## src/rtl/wb_retire_queue_pkg.sv

```systemverilog
// Shared pipeline stage-bus definitions: MEM->WB bus width and field offsets.
// The bus is packed {excp, gr_we, dest, result, pc} with excp in the MSB.
package wb_retire_queue_pkg;

    localparam int DEF_DW  = 32;
    localparam int DEF_AW  = 5;
    localparam int DEF_PCW = 32;

    // Reference layout of the MEM->WB bus at the default widths.
    typedef struct packed {
        logic                excp;
        logic                gr_we;
        logic [DEF_AW-1:0]   dest;
        logic [DEF_DW-1:0]   result;
        logic [DEF_PCW-1:0]  pc;
    } wb_entry_t;

    function automatic int bus_width(input int aw, input int dw, input int pcw);
        return 2 + aw + dw + pcw;
    endfunction

    function automatic int off_pc();
        return 0;
    endfunction

    function automatic int off_result(input int pcw);
        return pcw;
    endfunction

    function automatic int off_dest(input int dw, input int pcw);
        return pcw + dw;
    endfunction

    function automatic int off_gr_we(input int aw, input int dw, input int pcw);
        return pcw + dw + aw;
    endfunction

    function automatic int off_excp(input int aw, input int dw, input int pcw);
        return pcw + dw + aw + 1;
    endfunction

endpackage

```

## src/rtl/sync_fifo_ptr.sv

```systemverilog
// Read/write pointer and occupancy tracking for a power-of-two circular FIFO.
module sync_fifo_ptr #(
    parameter int DEPTH = 2,
    localparam int PTRW = $clog2(DEPTH)
) (
    input  logic            clk,
    input  logic            reset,
    input  logic            push,
    input  logic            pop,
    input  logic            flush,
    output logic [PTRW-1:0] rd_ptr,
    output logic [PTRW-1:0] wr_ptr,
    output logic [PTRW:0]   count,
    output logic            full
);

    localparam logic [PTRW:0] FULL_CNT = (PTRW+1)'(DEPTH);

    always_ff @(posedge clk) begin
        if (reset || flush) begin
            rd_ptr <= '0;
            wr_ptr <= '0;
            count  <= '0;
        end else begin
            // Pointers wrap naturally because DEPTH is a power of two.
            if (push) wr_ptr <= wr_ptr + 1'b1;
            if (pop)  rd_ptr <= rd_ptr + 1'b1;
            case ({push, pop})
                2'b10:   count <= count + 1'b1;
                2'b01:   count <= count - 1'b1;
                default: count <= count;
            endcase
        end
    end

    assign full = (count == FULL_CNT);

endmodule

```

## src/rtl/wb_retire_queue.sv

```systemverilog
// Write-back retire queue: buffers MEM results and retires them in order to the
// register file when its write port is free, flushing on an exception at head.
module wb_retire_queue
    import wb_retire_queue_pkg::*;
#(
    parameter int DW    = 32,
    parameter int AW    = 5,
    parameter int PCW   = 32,
    parameter int DEPTH = 2,
    localparam int BUSW = bus_width(AW, DW, PCW)
) (
    input  logic                    clk,
    input  logic                    reset,
    output logic                    ws_allowin,
    input  logic                    ms_to_ws_valid,
    input  logic [BUSW-1:0]         ms_to_ws_bus,
    input  logic                    rf_wready,
    output logic                    rf_we,
    output logic [AW-1:0]           rf_waddr,
    output logic [DW-1:0]           rf_wdata,
    output logic [2+AW+DW-1:0]      rf_bus,
    output logic [DEPTH*(1+AW)-1:0] pend_vec,
    output logic                    ws_excp_flush,
    output logic [PCW-1:0]          ws_excp_pc,
    output logic [31:0]             retire_cnt,
    output logic [PCW-1:0]          debug_wb_pc,
    output logic [DW/8-1:0]         debug_wb_rf_we,
    output logic [AW-1:0]           debug_wb_rf_wnum,
    output logic [DW-1:0]           debug_wb_rf_wdata
);

    localparam int PTRW     = $clog2(DEPTH);
    localparam int OFF_PC   = off_pc();
    localparam int OFF_RES  = off_result(PCW);
    localparam int OFF_DEST = off_dest(DW, PCW);
    localparam int OFF_GRWE = off_gr_we(AW, DW, PCW);
    localparam int OFF_EXCP = off_excp(AW, DW, PCW);

    logic [BUSW-1:0] entries [DEPTH];
    logic [PTRW-1:0] rd_ptr;
    logic [PTRW-1:0] wr_ptr;
    logic [PTRW:0]   count;
    logic            full;

    logic [BUSW-1:0] head;
    logic            head_valid;
    logic            head_excp;
    logic            head_gr_we;
    logic            push;
    logic            retire;

    sync_fifo_ptr #(.DEPTH(DEPTH)) u_ptr (
        .clk    (clk),
        .reset  (reset),
        .push   (push),
        .pop    (retire),
        .flush  (ws_excp_flush),
        .rd_ptr (rd_ptr),
        .wr_ptr (wr_ptr),
        .count  (count),
        .full   (full)
    );

    assign head       = entries[rd_ptr];
    assign head_valid = (count != '0);
    assign head_excp  = head[OFF_EXCP];
    assign head_gr_we = head[OFF_GRWE];

    assign ws_allowin    = !full;
    assign ws_excp_flush = head_valid && head_excp;
    assign ws_excp_pc    = head[OFF_PC +: PCW];
    assign push          = ms_to_ws_valid && ws_allowin && !ws_excp_flush;
    assign retire        = head_valid && (head_excp || !head_gr_we || rf_wready);

    assign rf_we    = head_valid && head_gr_we && !head_excp && rf_wready;
    assign rf_waddr = head[OFF_DEST +: AW];
    assign rf_wdata = head[OFF_RES +: DW];
    assign rf_bus   = {head_valid, rf_we, rf_waddr, rf_wdata};

    assign debug_wb_pc       = head[OFF_PC +: PCW];
    assign debug_wb_rf_we    = {(DW/8){rf_we}};
    assign debug_wb_rf_wnum  = rf_waddr;
    assign debug_wb_rf_wdata = rf_wdata;

    // Storage is intentionally not reset; occupancy alone qualifies every slot.
    always_ff @(posedge clk) begin
        if (push) entries[wr_ptr] <= ms_to_ws_bus;
    end

    always_ff @(posedge clk) begin
        if (reset)
            retire_cnt <= '0;
        else if (retire && !head_excp)
            retire_cnt <= retire_cnt + 32'd1;
    end

    // A slot is live when its distance from rd_ptr is below count; dest is
    // zeroed for dead slots so stale storage never shows up as a hazard.
    always_comb begin
        pend_vec = '0;
        for (int unsigned i = 0; i < DEPTH; i++) begin
            if (({1'b0, PTRW'(PTRW'(i) - rd_ptr)} < count) && entries[i][OFF_GRWE])
                pend_vec[i*(1+AW) +: 1+AW] = {1'b1, entries[i][OFF_DEST +: AW]};
        end
    end

endmodule

```

## config.mk

```make
export PLATFORM = sky130hd
export DESIGN_NAME = wb_retire_queue
export DESIGN_NICKNAME = d
export VERILOG_FILES = /design/src/rtl/wb_retire_queue_pkg.sv /design/src/rtl/sync_fifo_ptr.sv /design/src/rtl/wb_retire_queue.sv
export SDC_FILE = /design/constraint.sdc
export NUM_CORES = 1
export LEC_CHECK = 0
export CAP_MARGIN = 30
export CELL_PAD_IN_SITES_DETAIL_PLACEMENT = 1
export CELL_PAD_IN_SITES_GLOBAL_PLACEMENT = 1
export CORE_MARGIN = 2
export CORE_UTILIZATION = 31
export CTS_CLUSTER_DIAMETER = 80
export CTS_CLUSTER_SIZE = 40
export DETAILED_ROUTE_END_ITERATION = 8
export HOLD_SLACK_MARGIN = 0.05
export PLACE_DENSITY_LB_ADDON = 0.3
export SYNTH_ARGS = -nofsm -noshare
export SYNTH_HDL_FRONTEND = slang
export SYNTH_HIERARCHICAL = 1
export SYNTH_SLANG_ARGS = --single-unit
```

## constraint.sdc

```tcl
create_clock -name clk -period 4.7 [get_ports clk]
set_clock_uncertainty 0.15 [all_clocks]
set_input_delay 0.705 -clock clk [delete_from_list [all_inputs] [get_ports clk]]
set_output_delay 0.705 -clock clk [all_outputs]
set_load 0.05 [all_outputs]
```

==> flow_metrics.py <==
metrics = {
    "floorplan": {
        "start_util_pct": 31.3,
        "rows": 58,
        "die_area_mm2": 0.0265,
        "core_mm2": 0.0250,
        "die_x_um": 163,
        "fp.dieH_um": 163,
        "ios": 303,
    },
    "critical_path": {
        "critPathLaunchType": "flip-flop",
        "reg2reg_from": "u_ptr/rd_ptr",
        "required_ps": 3850,
        "crit_arrival_ps": 2930,
        "crit_path_end_kind": "output pin",
        "crit_start": "u_ptr/rd_ptr",
        "path_class": "flip-flop to output pin",
        "crit_fanout": 47,
    },
    "final_layout": {
        "postLayoutCoreUtil_pct": 44.1,
        "multiInputGateArea_mm2": 0.00187,
        "fillers": 2588,
        "layout-drive-gt1-share_pct": 14.1,
        "nets": 846,
        "mostFrequentLayoutCells": "clkdlybuf4s50_1, edfxtp_1, mux2_2",
        "syn_to_final_growth_pct": 41.1,
        "ff_latch_area_mm2": 0.00499,
        "finalInstanceArea_mm2": 0.0110,
        "stdcell_count": 1113,
        "final_common_cell": "clkdlybuf4s50_1",
    },
    "drt": {
        "drc_errors": 0,
        "firstDrtPassIters": 4,
        "drt-initial-drc-count": 197,
        "num_vias": 5096,
        "drt-total-wl_mm": 20.1,
        "route.detailed.wl_per_inst_um": 18.1,
        "avgViaCountPerCell": 4.58,
        "ant_nets": 0,
    },
    "cts": {
        "ctsHoldBuffers": 0,
        "path_clk_slew_ps": 70,
        "root_buffer": "clkbuf_16",
        "cts_made_buffers": 17,
        "clock_latency_ps": 420,
        "cts_max_level": 4,
        "cts.path.max_buffers": 2,
        "post_cts_buffers": 0,
        "tritoncts": "built",
        "cts.sink_count": 178,
        "cts-resized-gates": 0,
    },
    "placement": {
        "io_buffers": 302,
        "place.gp.congestion": 0.791,
        "postPlaceCellArea_mm2": 0.0104,
        "dp.cells": 1080,
        "dp_hpwl_mm": 14.5,
    },
    "synthesis": {
        "synth-seq-cells": 178,
        "netlist_area_mm2": 0.00780,
        "avgSynthCellArea_um2": 13.7,
        "synth_area_leaders": "edfxtp_1, buf_4, dfxtp_1, mux2_2, nor2_1",
        "synth_edf_count": 142,
        "synth_flop_cell": "edfxtp_1",
        "synthDistinctLibCells": 42,
        "synth.net_count": 648,
        "synthArstFlopShare_pct": 0,
        "synth_cells": 571,
        "synth_area_leader_cell": "edfxtp_1",
        "ys_seq_area_share_pct": 63.9,
        "yosysTopAreaCellShare_pct": 54.6,
        "yosys_warnings": 6,
    },
    "sta": {
        "fmax_ghz": 0.264,
        "slew_violations": 0,
        "rsz0062_at_grt": "false",
        "relSlewSlack_pct": 35.6,
        "hold_violations": 0,
        "period_share_pct": 80.6,
        "finalSetupViolations": 0,
        "layout_min_cycle_time_ps": 3790,
        "setup-tns-final_ps": 0,
        "worst_slew_pin_slew_ps": 962,
    },
    "global_routing": {
        "overflow": 0,
        "grt_max_degree": 52,
        "first_global_vias": 5374,
        "antenna_found_initial": 1,
        "grt_use_total_pct": 15.0,
        "grt_pass1_wl_mm": 30.6,
    },
    "outcome": {
        "outcome": "finished, final reports clean",
    },
    "hold_path": {
        "hold_class": "flip-flop to flip-flop",
        "min-delay-start": "retire_cnt[29]",
    },
    "job": {
        "drv_cap": 0,
    },
}
metal layers:
metal	wire length, um	share of wire [%]	up-vias	track usage [%]
met5	0	0	-	0
met4	372	1.9	0	4.95
met3	1080	5.4	24	3.18
met2	10600	53	189	27.5
met1	8030	40	2537	17.5
li1	-	-	2346	-
per-stage QoR:
step           setup slack (ps)  hold slack (ps)
6_report                    914              350
5_1_grt                     708              389
4_1_cts                     814              357
3_5_place_dp               1290              345
3_3_place_gp               1360              311
2_1_floorplan               643              340
flip-flops by register name, summed over array words and instances, names as in the netlist:
register / flops
u_ptr/count: 2
u_ptr/rd_ptr: 1
u_ptr/wr_ptr: 1
entries: 142
retire_cnt: 32
cell usage after synthesis, types with 6 or more instances:
cell type	instances
nor3_1	8
nand4_1	10
or3_1	11
dfxtp_1	36
a21oi_1	12
xor2_1	11
nor4_1	6
edfxtp_1	142
o21ai_0	15
and2_1	8
nand3_1	12
xnor2_1	13
inv_1	13
mux2_2	64
clkbuf_1	7
buf_1	7
buf_4	112
nand2_1	13
nor2_1	32
area by class of cell:
type	instances	share of cell area, %
inverters	13	0.443
diodes	1	0.0227
clock buffers	17	3.86
repair buffers	308	28.0
well taps	330	3.75
clock inverters	15	1.66
multi-input cells	251	17.0
flip-flops and latches	178	45.3
critical path, stage by stage (launching register included):
cell and delay (ps):
dfxtp_4 690, buf_4 600, nand2_1 130, o21ai_0 200, clkdlybuf4s50_1 890
kinds of logic (layout without fill, tap and decap cells):
group | after synthesis | count (layout) | share of synthesized area (%)
and+or+nand+nor | 124 | 124 | 8.74
muxes | 67 | 67 | 9.68
DFF | 178 | 178 | 63.9
AOI/OAI and AO/OA | 34 | 34 | 2.44
xor gates and xnor gates | 24 | 24 | 2.69
buffers and inverters | 142 | 353 | 12.3
other | 0 | 1 | 0
adders and majority gates | 2 | 2 | 0.321
path summary, 6_finish.rpt:
kind / end / slack [ps] / cells after the start
worst min-delay path: retire_cnt[29] / 350 / 2
worst max register to register: entries[0][17] / 1480 / 5
worst min register to register: retire_cnt[29] / 350 / 2
worst max-delay path: rf_bus[34] / 910 / 4
Power is not shown: default switching activity piles up to over one toggle a cycle in this logic, so the estimate is an artifact.
